### config.mk
export PLATFORM = sky130hd
export DESIGN_NAME = sext_pipe_flat
export DESIGN_NICKNAME = d
export VERILOG_FILES = /design/src/rtl/sext_pipe_if.sv /design/src/rtl/sext_pipe.sv /design/src/flat_wrapper.sv
export SDC_FILE = /design/constraint.sdc
export NUM_CORES = 1
export LEC_CHECK = 0
export ABC_AREA = 1
export ABC_CLOCK_PERIOD_IN_PS = 2400
export BUFFER_PORTS_ARGS = -buffer_cell sky130_fd_sc_hd__buf_2
export CAP_MARGIN = 20
export CORE_MARGIN = 4
export CORE_UTILIZATION = 49
export DETAILED_ROUTE_END_ITERATION = 8
export PLACE_DENSITY = 0.84
export SLEW_MARGIN = 20
export SYNTH_ARGS = -nofsm -noshare
export SYNTH_HDL_FRONTEND = slang
export SYNTH_SLANG_ARGS = --single-unit
### constraint.sdc
create_clock -name clk -period 2.4 [get_ports clk]
set_clock_uncertainty 0.2 [all_clocks]
set_input_delay 0 -clock clk [delete_from_list [all_inputs] [get_ports clk]]
set_output_delay 0 -clock clk [all_outputs]
set_load 0.01 [all_outputs]
### src/rtl/sext_pipe_if.sv
// rtl/sext_pipe_if.sv - Handshake bundle for the sext_pipe immediate generator
// Purpose: groups the input and output valid/ready streams of sext_pipe.
// Parameters: XLEN (immediate width), TAG_W (side-band tag width).
// Signals:
//   in_valid/in_ready/din/EXTop/in_tag          - input entry stream
//   out_valid/out_ready/out_imm/out_illegal/out_tag - output entry stream
// Modports: master (producer of entries / consumer of results), slave (sext_pipe).
interface sext_pipe_if #(
    parameter int XLEN  = 32,
    parameter int TAG_W = 8
);
    logic             in_valid;
    logic             in_ready;
    logic [31:0]      din;
    logic [2:0]       EXTop;
    logic [TAG_W-1:0] in_tag;
    logic             out_valid;
    logic             out_ready;
    logic [XLEN-1:0]  out_imm;
    logic             out_illegal;
    logic [TAG_W-1:0] out_tag;

    modport master (
        output in_valid, din, EXTop, in_tag, out_ready,
        input  in_ready, out_valid, out_imm, out_illegal, out_tag
    );

    modport slave (
        input  in_valid, din, EXTop, in_tag, out_ready,
        output in_ready, out_valid, out_imm, out_illegal, out_tag
    );
endinterface

### src/rtl/sext_pipe.sv
// rtl/sext_pipe.sv - Elastic sign-extending immediate generator with 2-entry skid
// Purpose: decodes the I/S/B/U/J immediate of an instruction word, sign-extends
//   it to XLEN and presents it one cycle after acceptance together with a
//   pass-through tag. A main register (M) and a skid register (K) give full
//   throughput under backpressure with in_ready depending on registered state only.
// Ports:
//   clk    - clock, rising edge
//   rst    - asynchronous active-high reset
//   flush  - synchronous flush, drops every held entry
//   bus    - sext_pipe_if.slave: input stream (in_valid/in_ready/din/EXTop/in_tag)
//            and output stream (out_valid/out_ready/out_imm/out_illegal/out_tag)
// Optional feature: SEXT_ZIMM_EN enables EXTop 101 as the CSR zero-extended zimm.
module sext_pipe #(
    parameter int XLEN  = 32,
    parameter int TAG_W = 8
) (
    input  logic         clk,
    input  logic         rst,
    input  logic         flush,
    sext_pipe_if.slave   bus
);

    // Format decode: build a 32-bit signed value, then widen with sign extension.
    logic signed [31:0] raw;
    logic               dec_ill;
    logic [XLEN-1:0]    dec_imm;
    logic [31:0]        d;

    assign d = bus.din;

    always_comb begin
        raw     = '0;
        dec_ill = 1'b0;
        case (bus.EXTop)
            3'b000: raw = {{20{d[31]}}, d[31:20]};
            3'b001: raw = {{20{d[31]}}, d[31:25], d[11:7]};
            3'b010: raw = {{19{d[31]}}, d[31], d[7], d[30:25], d[11:8], 1'b0};
            3'b011: raw = {d[31:12], 12'b0};
            3'b100: raw = {{11{d[31]}}, d[31], d[19:12], d[20], d[30:21], 1'b0};
`ifdef SEXT_ZIMM_EN
            3'b101: raw = {27'b0, d[19:15]};
`endif
            default: dec_ill = 1'b1;
        endcase
    end

    assign dec_imm = XLEN'(raw);

    // Opcode field carries no immediate bits.
    logic unused_din_bits;
    assign unused_din_bits = ^d[6:0];

    // Storage: M drives the outputs, K absorbs the entry accepted while M stalls.
    logic             m_vld_q, m_vld_d, k_vld_q, k_vld_d;
    logic [XLEN-1:0]  m_imm_q, m_imm_d, k_imm_q, k_imm_d;
    logic             m_ill_q, m_ill_d, k_ill_q, k_ill_d;
    logic [TAG_W-1:0] m_tag_q, m_tag_d, k_tag_q, k_tag_d;

    logic accept, deliver;

    assign bus.in_ready    = ~k_vld_q;
    assign bus.out_valid   = m_vld_q;
    assign bus.out_imm     = m_imm_q;
    assign bus.out_illegal = m_ill_q;
    assign bus.out_tag     = m_tag_q;

    assign accept  = bus.in_valid & ~k_vld_q;
    assign deliver = m_vld_q & bus.out_ready;

    always_comb begin
        m_vld_d = m_vld_q;
        k_vld_d = k_vld_q;
        m_imm_d = m_imm_q;
        m_ill_d = m_ill_q;
        m_tag_d = m_tag_q;
        k_imm_d = k_imm_q;
        k_ill_d = k_ill_q;
        k_tag_d = k_tag_q;
        if (flush) begin
            // Data registers keep their contents; only occupancy is dropped.
            m_vld_d = 1'b0;
            k_vld_d = 1'b0;
        end else if (deliver && k_vld_q) begin
            // in_ready is low whenever K is full, so no accept can collide here.
            m_vld_d = 1'b1;
            k_vld_d = 1'b0;
            m_imm_d = k_imm_q;
            m_ill_d = k_ill_q;
            m_tag_d = k_tag_q;
        end else if (deliver || !m_vld_q) begin
            m_vld_d = accept;
            if (accept) begin
                m_imm_d = dec_imm;
                m_ill_d = dec_ill;
                m_tag_d = bus.in_tag;
            end
        end else if (accept) begin
            k_vld_d = 1'b1;
            k_imm_d = dec_imm;
            k_ill_d = dec_ill;
            k_tag_d = bus.in_tag;
        end
    end

    always_ff @(posedge clk or posedge rst) begin
        if (rst) begin
            m_vld_q <= 1'b0;
            k_vld_q <= 1'b0;
            m_imm_q <= '0;
            m_ill_q <= 1'b0;
            m_tag_q <= '0;
            k_imm_q <= '0;
            k_ill_q <= 1'b0;
            k_tag_q <= '0;
        end else begin
            m_vld_q <= m_vld_d;
            k_vld_q <= k_vld_d;
            m_imm_q <= m_imm_d;
            m_ill_q <= m_ill_d;
            m_tag_q <= m_tag_d;
            k_imm_q <= k_imm_d;
            k_ill_q <= k_ill_d;
            k_tag_q <= k_tag_d;
        end
    end

endmodule

### src/flat_wrapper.sv
// flat-port wrapper written by rule: the top's interface ports become plain ports
module sext_pipe_flat 
#(
    parameter int XLEN  = 32,
    parameter int TAG_W = 8
)
  (clk, rst, flush, bus_in_valid, bus_din, bus_EXTop, bus_in_tag, bus_out_ready, bus_in_ready, bus_out_valid, bus_out_imm, bus_out_illegal, bus_out_tag);
  sext_pipe_if #(.XLEN(XLEN), .TAG_W(TAG_W)) bus_i ();
  input  logic clk;
  input  logic rst;
  input  logic flush;
  input wire logic [$bits(bus_i.in_valid)-1:0] bus_in_valid;
  input wire logic [$bits(bus_i.din)-1:0] bus_din;
  input wire logic [$bits(bus_i.EXTop)-1:0] bus_EXTop;
  input wire logic [$bits(bus_i.in_tag)-1:0] bus_in_tag;
  input wire logic [$bits(bus_i.out_ready)-1:0] bus_out_ready;
  output wire logic [$bits(bus_i.in_ready)-1:0] bus_in_ready;
  output wire logic [$bits(bus_i.out_valid)-1:0] bus_out_valid;
  output wire logic [$bits(bus_i.out_imm)-1:0] bus_out_imm;
  output wire logic [$bits(bus_i.out_illegal)-1:0] bus_out_illegal;
  output wire logic [$bits(bus_i.out_tag)-1:0] bus_out_tag;
  assign bus_i.in_valid = bus_in_valid;
  assign bus_i.din = bus_din;
  assign bus_i.EXTop = bus_EXTop;
  assign bus_i.in_tag = bus_in_tag;
  assign bus_i.out_ready = bus_out_ready;
  assign bus_in_ready = bus_i.in_ready;
  assign bus_out_valid = bus_i.out_valid;
  assign bus_out_imm = bus_i.out_imm;
  assign bus_out_illegal = bus_i.out_illegal;
  assign bus_out_tag = bus_i.out_tag;
  sext_pipe #(.XLEN(XLEN), .TAG_W(TAG_W)) u_core (.clk(clk), .rst(rst), .flush(flush), .bus(bus_i));
endmodule
==> results of run 1 <==
-- cells by family after synthesis --
kind of cell	Yosys count	synth area share [%]
AO/OA/AOI/OAI	46	6.049
AND/OR/NAND/NOR	381	36.62
flip-flops	84	49.57
buffers and inverters	68	7.760
-- power groups by stage --
| stage | Combinational, mW | Sequential (mW) | Clock [mW] |
|---|---|---|---|
| floorplan | 0.427 | 1.90 | 0 |
| global placement | 0.702 | 1.85 | 0 |
| detailed placement | 0.729 | 1.86 | 0 |
| CTS | 0.848 | 1.84 | 1.11 |
| global route | 0.973 | 1.88 | 1.18 |
| finish | 0.856 | 1.84 | 1.10 |
-- cells in the final DEF (no fill, tap or decap), drive strengths merged --
cell,n
a31oi,8
buf,96
clkinv,1
nor3,1
inv,37
dlygate4sd3,57
a21oi,1
o211ai,1
nor2,79
dfrtp,84
clkinvlp,2
clkbuf,10
o21ai,36
bufinv,2
nand4,1
nand2,269
nand3,31
-- flip-flops by register name, summed over array words and instances, names as in the netlist --
register                count
u_core.k_vld_q              1
u_core.k_imm_q             32
u_core.bus.out_imm         32
u_core.k_ill_q              1
u_core.bus.out_tag          8
u_core.k_tag_q              8
u_core.bus.out_valid        1
u_core.bus.out_illegal      1
-- area by class of cell --
class	instances	area [µm²]
flip-flops and latches	84	2102
repair buffers	153	1109
well taps	105	131.4
fillers	663	2791
clock buffers	10	137.6
clock inverters	4	75.07
multi-input cells	427	1809
inverters	38	143.9
-- metrics by stage --
stage	cells	setup TNS (ps)	area [µm²]
after global placement	744	0	4679
after detailed placement	744	0	4679
after floorplan	579	0	4240
final	821	0	5508
after CTS	815	0	5463
after global routing	821	-5.387	5508
-- critical path, delay by kind of cell, from the launching register on --
family	cells	cell delay [ps]
compound gates	1	160
buf+inv	3	960
flops	1	410
simple gates	4	520
-- how the worst max path moves through the flow --
stage / slack (ps) / start / cells past startpoint / to
global placement: 680 / u_core.bus.out_valid / 7 / u_core.k_imm_q[4]
CTS: 40 / u_core.bus.out_valid / 8 / u_core.k_imm_q[2]
global route: -5 / u_core.bus.out_valid / 8 / u_core.k_imm_q[3]
floorplan: 30 / rst / 1 / u_core.bus.out_illegal
finish: 70 / u_core.bus.out_valid / 8 / u_core.k_imm_q[3]
detailed placement: 600 / u_core.bus.out_valid / 7 / u_core.k_imm_q[2]
-- per-layer routing --
layer | share of wire (%) | wire length (µm) | vias up | global-route usage (%)
li1 | - | - | 2037 | -
met1 | 43 | 4720 | 1915 | 29.84
met2 | 47 | 5188 | 158 | 36.96
met3 | 6.1 | 664 | 32 | 3.460
met4 | 3.2 | 350 | 0 | 10.53
met5 | 0 | 0 | - | 0
-- repair_timing --
action                     4_1_cts  5_1_grt
setup endpoints to repair        0        8
setup buffers                    0        6
hold endpoints to repair       166        0
hold buffers                    57        0
==> out/qor.yml, run 1 <==
run_status:
  status: "complete, no violations"
clocking:
  cts_sinks: 84
  cts_tree: "built"
  cts_buffer_depth: 2
  cts_buffers: 9
  root_buffer: "clkbuf_8"
  clk_pin_slew_ps: 80
  h-tree-depth: 3
  ctsResizeCount: 0
  clk_latency_ps: 350
logic_synthesis:
  synthFlopType: "dfrtp_1"
  synth_fp_nets: 627
  yosysMostFrequentCell: "nand2_1"
  synth_top_area_share_pct: 49.57
  syn-cell-area_mm2: 0.004240
  synthCells: 579
  synth.distinct_cells: 22
  avgSynthCellArea_um2: 7.324
  synth_top_area_cell: "dfrtp_1"
  seq_area_frac_synth_pct: 49.57
  ys_warn_count: 0
  synth.area.top_cells: "dfrtp_1 (50%), nand2_1 (23%), nor2_1 (6.4%), o21ai_0 (3.5%), nand3_1 (3.2%)"
  synthTopCellsByCount: "nand2_1 (262), dfrtp_1 (84), nor2_1 (72)"
  ys_async_sr_fraction_pct: 100.0
  synth_edf_count: 0
  ys_seq_elements: 84
floorplan:
  rows: 33
  die_x_um: 101.0
  io_pins: 91
  dieArea_mm2: 0.01021
  core_mm2: 0.008299
  initial_core_util_pct: 51.09
  die_y_um: 101.0
critical_path:
  path_cells: "inv_2 > nor2_4 > nand2_2 > nor2_4 > buf_4 > nor2_1 > a31oi_1 > dlygate4sd3_1"
  ff2ff_setup_slack_ps: 70
  cp_slowest_cell: "dlygate4sd3_1"
  cp.required_ps: 2480
  path_max_fanout: 23
  r2r_cells: 8
  cp_common_cell: "nor2_4"
  cp-start-kind: "flop"
  rr_endpoint: "u_core.k_imm_q[3]"
  slowest_delay_ps: 600
  crit_arrival_ps: 2410
  cp-end-kind: "flop"
  rr_startpoint: "u_core.bus.out_valid"
  worstSetupPathType: "flop to flop"
power:
  pwr-share-clk_pct: 29.0
  swShare_pct: 29.18
  leakagePower_nw: 3.145
  p_switching_mw: 1.108
  power.internal_mw: 2.688
  p_comb_share_pct: 22.5
  power_density_mw_per_mm2: 689.2
  pwr-share-seq_pct: 48.5
  finalPower_mw: 3.796
  ir_worst_vdd_v: 0.0003682
sta:
  timing.hold.ws_ps: 28.22
  setup_violations: 0
  slew_viol_final: 0
  tightest_slew_ps: 567.8
  finalCritPeriodShare_pct: 97.16
  relSlewSlack_pct: 62.10
  fin_crit_ps: 2332
  hold_violations: 0
  fmax_ghz: 0.4289
  setup_slack_ps: 68.25
global_routing:
  antenna_found_initial: 0
  gr-total-overflow: 0
  grt_util_all_layers_pct: 22.69
  grt_pass1_vias: 4021
  grt_max_degree: 68
  grt_pass1_wl_um: 18390
drt:
  wl_um: 10920
  drcViolationCount: 0
  dr.pass1.iters: 5
  wl_per_cell_um: 13.30
  via_per_inst: 5.045
  drtIter0Drc: 267
  via_count: 4142
  antenna_left: 0
job:
  maxCapViolCount: 0
layout:
  layout-drive-gt1-share_pct: 18.99
  final_nets: 761
  areaGrowthSynthToFinish_pct: 29.89
  final_util_pct: 66.37
  antenna_cells: 0
placed_design:
  dp_slack_ps: 596.9
  port_buffers: 83
  routabilityCongestion: 0.8018
  dpl.hpwl_um: 6829
worst_hold_path:
  worstHoldPathType: "input port to asynchronous set/reset pin"
Power figures use the tool's default switching activity.
==> run 2: changes to the inputs <==
- CELL_PAD_IN_SITES_DETAIL_PLACEMENT: not set -> 0
- CELL_PAD_IN_SITES_GLOBAL_PLACEMENT: not set -> 1
- CORE_UTILIZATION: 49 -> 35
- TNS_END_PERCENT: not set -> 20
==> run 2 against run 1 <==
Net effect:
- count of clock-buffer cells in the layout rose by 3
- via count down 4.4%
- clock power increased by 35%
- flip-flop and latch count did not move
- combinational power fell by 2%
- first-iteration DRC count up 0.37%
- setup slack gained 84 ps
- register-to-register slack improved by 80 ps
- hold slack improved by 35 ps
- global-route usage fell by 6.1 points
==> out/qor.yml, run 2 (synthesis gave the netlist of run 1 again) <==
run_status:
  status: "complete, no violations"
sta:
  fmax_ghz: 0.4450  # +3.8%
  hold_violations: 0  # unchanged
  tightest_slew_ps: 621.5  # +53.66 ps
  tns_ps: 0  # unchanged
  setup_slack_ps: 152.7  # +84.46 ps
  rsz0062_at_grt: "false"
  finalCritPeriodShare_pct: 93.64  # -3.5 points
  slew_viol_final: 0  # unchanged
  setup_violations: 0  # unchanged
  relSlewSlack_pct: 58.52  # -3.6 points
  fin_crit_ps: 2247  # -84.46 ps
placed_design:
  dpl.cell_count: 781  # +5.0%
  port_buffers: 83  # unchanged
  dpl.hpwl_um: 7194  # +5.3%
  dp_slack_ps: 375.9  # -221.1 ps
  routabilityCongestion: 0.7861  # -2.0%
floorplan:
  die_x_um: 118.1  # +17%
  io_pins: 91  # unchanged
  die_y_um: 118.1  # +17%
  rows: 39  # +18%
  core_mm2: 0.01161  # +40%
  initial_core_util_pct: 36.51  # -15 points
  dieArea_mm2: 0.01394  # +37%
clocking:
  clk_pin_slew_ps: 60  # -20 ps
  cts_sinks: 84  # unchanged
  cts_buffer_depth: 2  # unchanged
  h-tree-depth: 3  # unchanged
  clk_latency_ps: 340  # about the same
  root_buffer: "clkbuf_16"
  cts_tree: "built"
  ctsResizeCount: 0  # unchanged
  cts_buffers: 9  # unchanged
critical_path:
  startpoint: "u_core.bus.out_valid"
  cp-end-kind: "flop"
  ff2ff_setup_slack_ps: 150  # +80 ps
  rr_endpoint: "u_core.k_imm_q[13]"
  cp.required_ps: 2470  # about the same
  r2r_cells: 8  # unchanged
  rr_startpoint: "u_core.bus.out_valid"
  path_max_fanout: 48  # +110%
  cp-start-kind: "flop"
  worstSetupPathType: "flop to flop"
  crit_arrival_ps: 2320  # -90 ps
  cp-endpoint: "u_core.k_imm_q[13]"
layout:
  final_util_pct: 48.52  # -18 points
  layout-drive-gt1-share_pct: 18.93  # -0.060 points
  fillCellCount: 1123  # +69%
  final_cell_mix: "nand2_1 (262), dfrtp_1 (84), buf_2 (83), nor2_1 (72), dlygate4sd3_1 (55)"
  multiInputGateArea_mm2: 0.001809  # unchanged
  areaGrowthSynthToFinish_pct: 32.90
  antenna_cells: 0  # unchanged
  register_area_mm2: 0.002102  # unchanged
  final_common_cell: "nand2_1"
  final_nets: 756  # -0.66%
  instances_no_fill: 856  # +4.3%
global_routing:
  gr-total-overflow: 0  # unchanged
  antenna_found_initial: 0  # unchanged
  grt_util_all_layers_pct: 16.55  # -6.1 points
  grt_pass1_wl_um: 19000  # +3.3%
  grt_pass1_vias: 3924  # -2.4%
  grt_max_degree: 52  # -24%
drt:
  via_per_inst: 4.627  # -8.3%
  wl_per_cell_um: 12.87  # -3.2%
  dr.pass1.iters: 4  # -1
  drcViolationCount: 0  # unchanged
  via_count: 3961  # -4.4%
  antenna_left: 0  # unchanged
  drtIter0Drc: 268  # +0.37%
  wl_um: 11020  # +0.88%
worst_hold_path:
  worstHoldPathType: "input port to asynchronous set/reset pin"
power:
  ir_worst_vdd_v: 0.0003670  # -0.34%
  power_density_mw_per_mm2: 738.1  # +7.1%
  pwr-share-seq_pct: 44.2  # -4.3 points
  leakagePower_nw: 3.177  # +1.0%
  power.internal_mw: 3.004  # +12%
  p_switching_mw: 1.156  # +4.3%
  p_comb_share_pct: 20.3  # -2.2 points
  pwr-share-clk_pct: 35.5  # +6.5 points
  finalPower_mw: 4.159  # +9.6%
  swShare_pct: 27.79  # -1.4 points
job:
  maxCapViolCount: 0  # unchanged
-- run 2: cell types whose count changed in the layout (fill, tap and decap cells not counted), sizes merged --
cell         before  now
dlygate4sd3      57   55
clkinv            1    2
clkbuf           10   13
bufinv            2    1
clkinvlp          2    1
buf              96   93
-- run 2: per-stage QoR --
step,instance area (µm²),hold WS [ps]
global placement,4732,-111.8
finish,5635,63.59
detailed placement,4732,-105.6
global route,5635,119.7
CTS,5605,73.84
floorplan,4240,-126.5
-- run 2: worst min-delay path by stage --
stage | start | endpoint | slack, ps
2_1_floorplan | flush | u_core.k_vld_q | -130
4_1_cts | rst | u_core.bus.out_imm[12] | 70
5_1_grt | rst | u_core.bus.out_imm[12] | 120
6_report | rst | u_core.bus.out_imm[12] | 60
3_5_place_dp | rst | u_core.bus.out_imm[12] | -110
3_3_place_gp | rst | u_core.bus.out_imm[13] | -110
-- run 2: critical path: stages (launching register included) --
cell           delay [ps]
dfrtp_1               400
inv_2                  60
nor2_4                130
nand2_2               110
nor2_4                240
buf_12                260
nor2_1                 60
a31oi_1               140
dlygate4sd3_1         580
-- run 2: layout make-up --
cell class / count / share of cell area [%]
clock inverter: 3 / 0.7549
tap: 143 / 3.175
timing repair buffer: 148 / 19.14
clock buffer: 13 / 4.973
inverter: 38 / 2.553
sequential: 84 / 37.30
multi-input combinational: 427 / 32.10
-- run 2: routing by layer --
| layer | GRT usage, % | vias up | share of wire (%) |
|---|---|---|---|
| li1 | - | 2033 | - |
| met1 | 23.38 | 1819 | 50 |
| met2 | 25.12 | 98 | 43 |
| met3 | 4.421 | 11 | 6.4 |
| met4 | 4.322 | 0 | 1.1 |
| met5 | 0 | - | 0 |
-- run 2: timing repair --
action | 4_1_cts | 5_1_grt
buffers inserted | 0 | 4
setup endpoints to repair | 0 | 7
hold buffers | 55 | 0
hold endpoints to repair | 115 | 0
-- run 2: power groups by stage --
stage	Clock [mW]	Sequential [mW]	Combinational [mW]
after CTS	1.53	1.84	0.852
after global placement	0	1.85	0.718
final	1.48	1.84	0.843
after floorplan	0	1.90	0.427
after global routing	1.58	1.87	0.965
after detailed placement	0	1.86	0.737
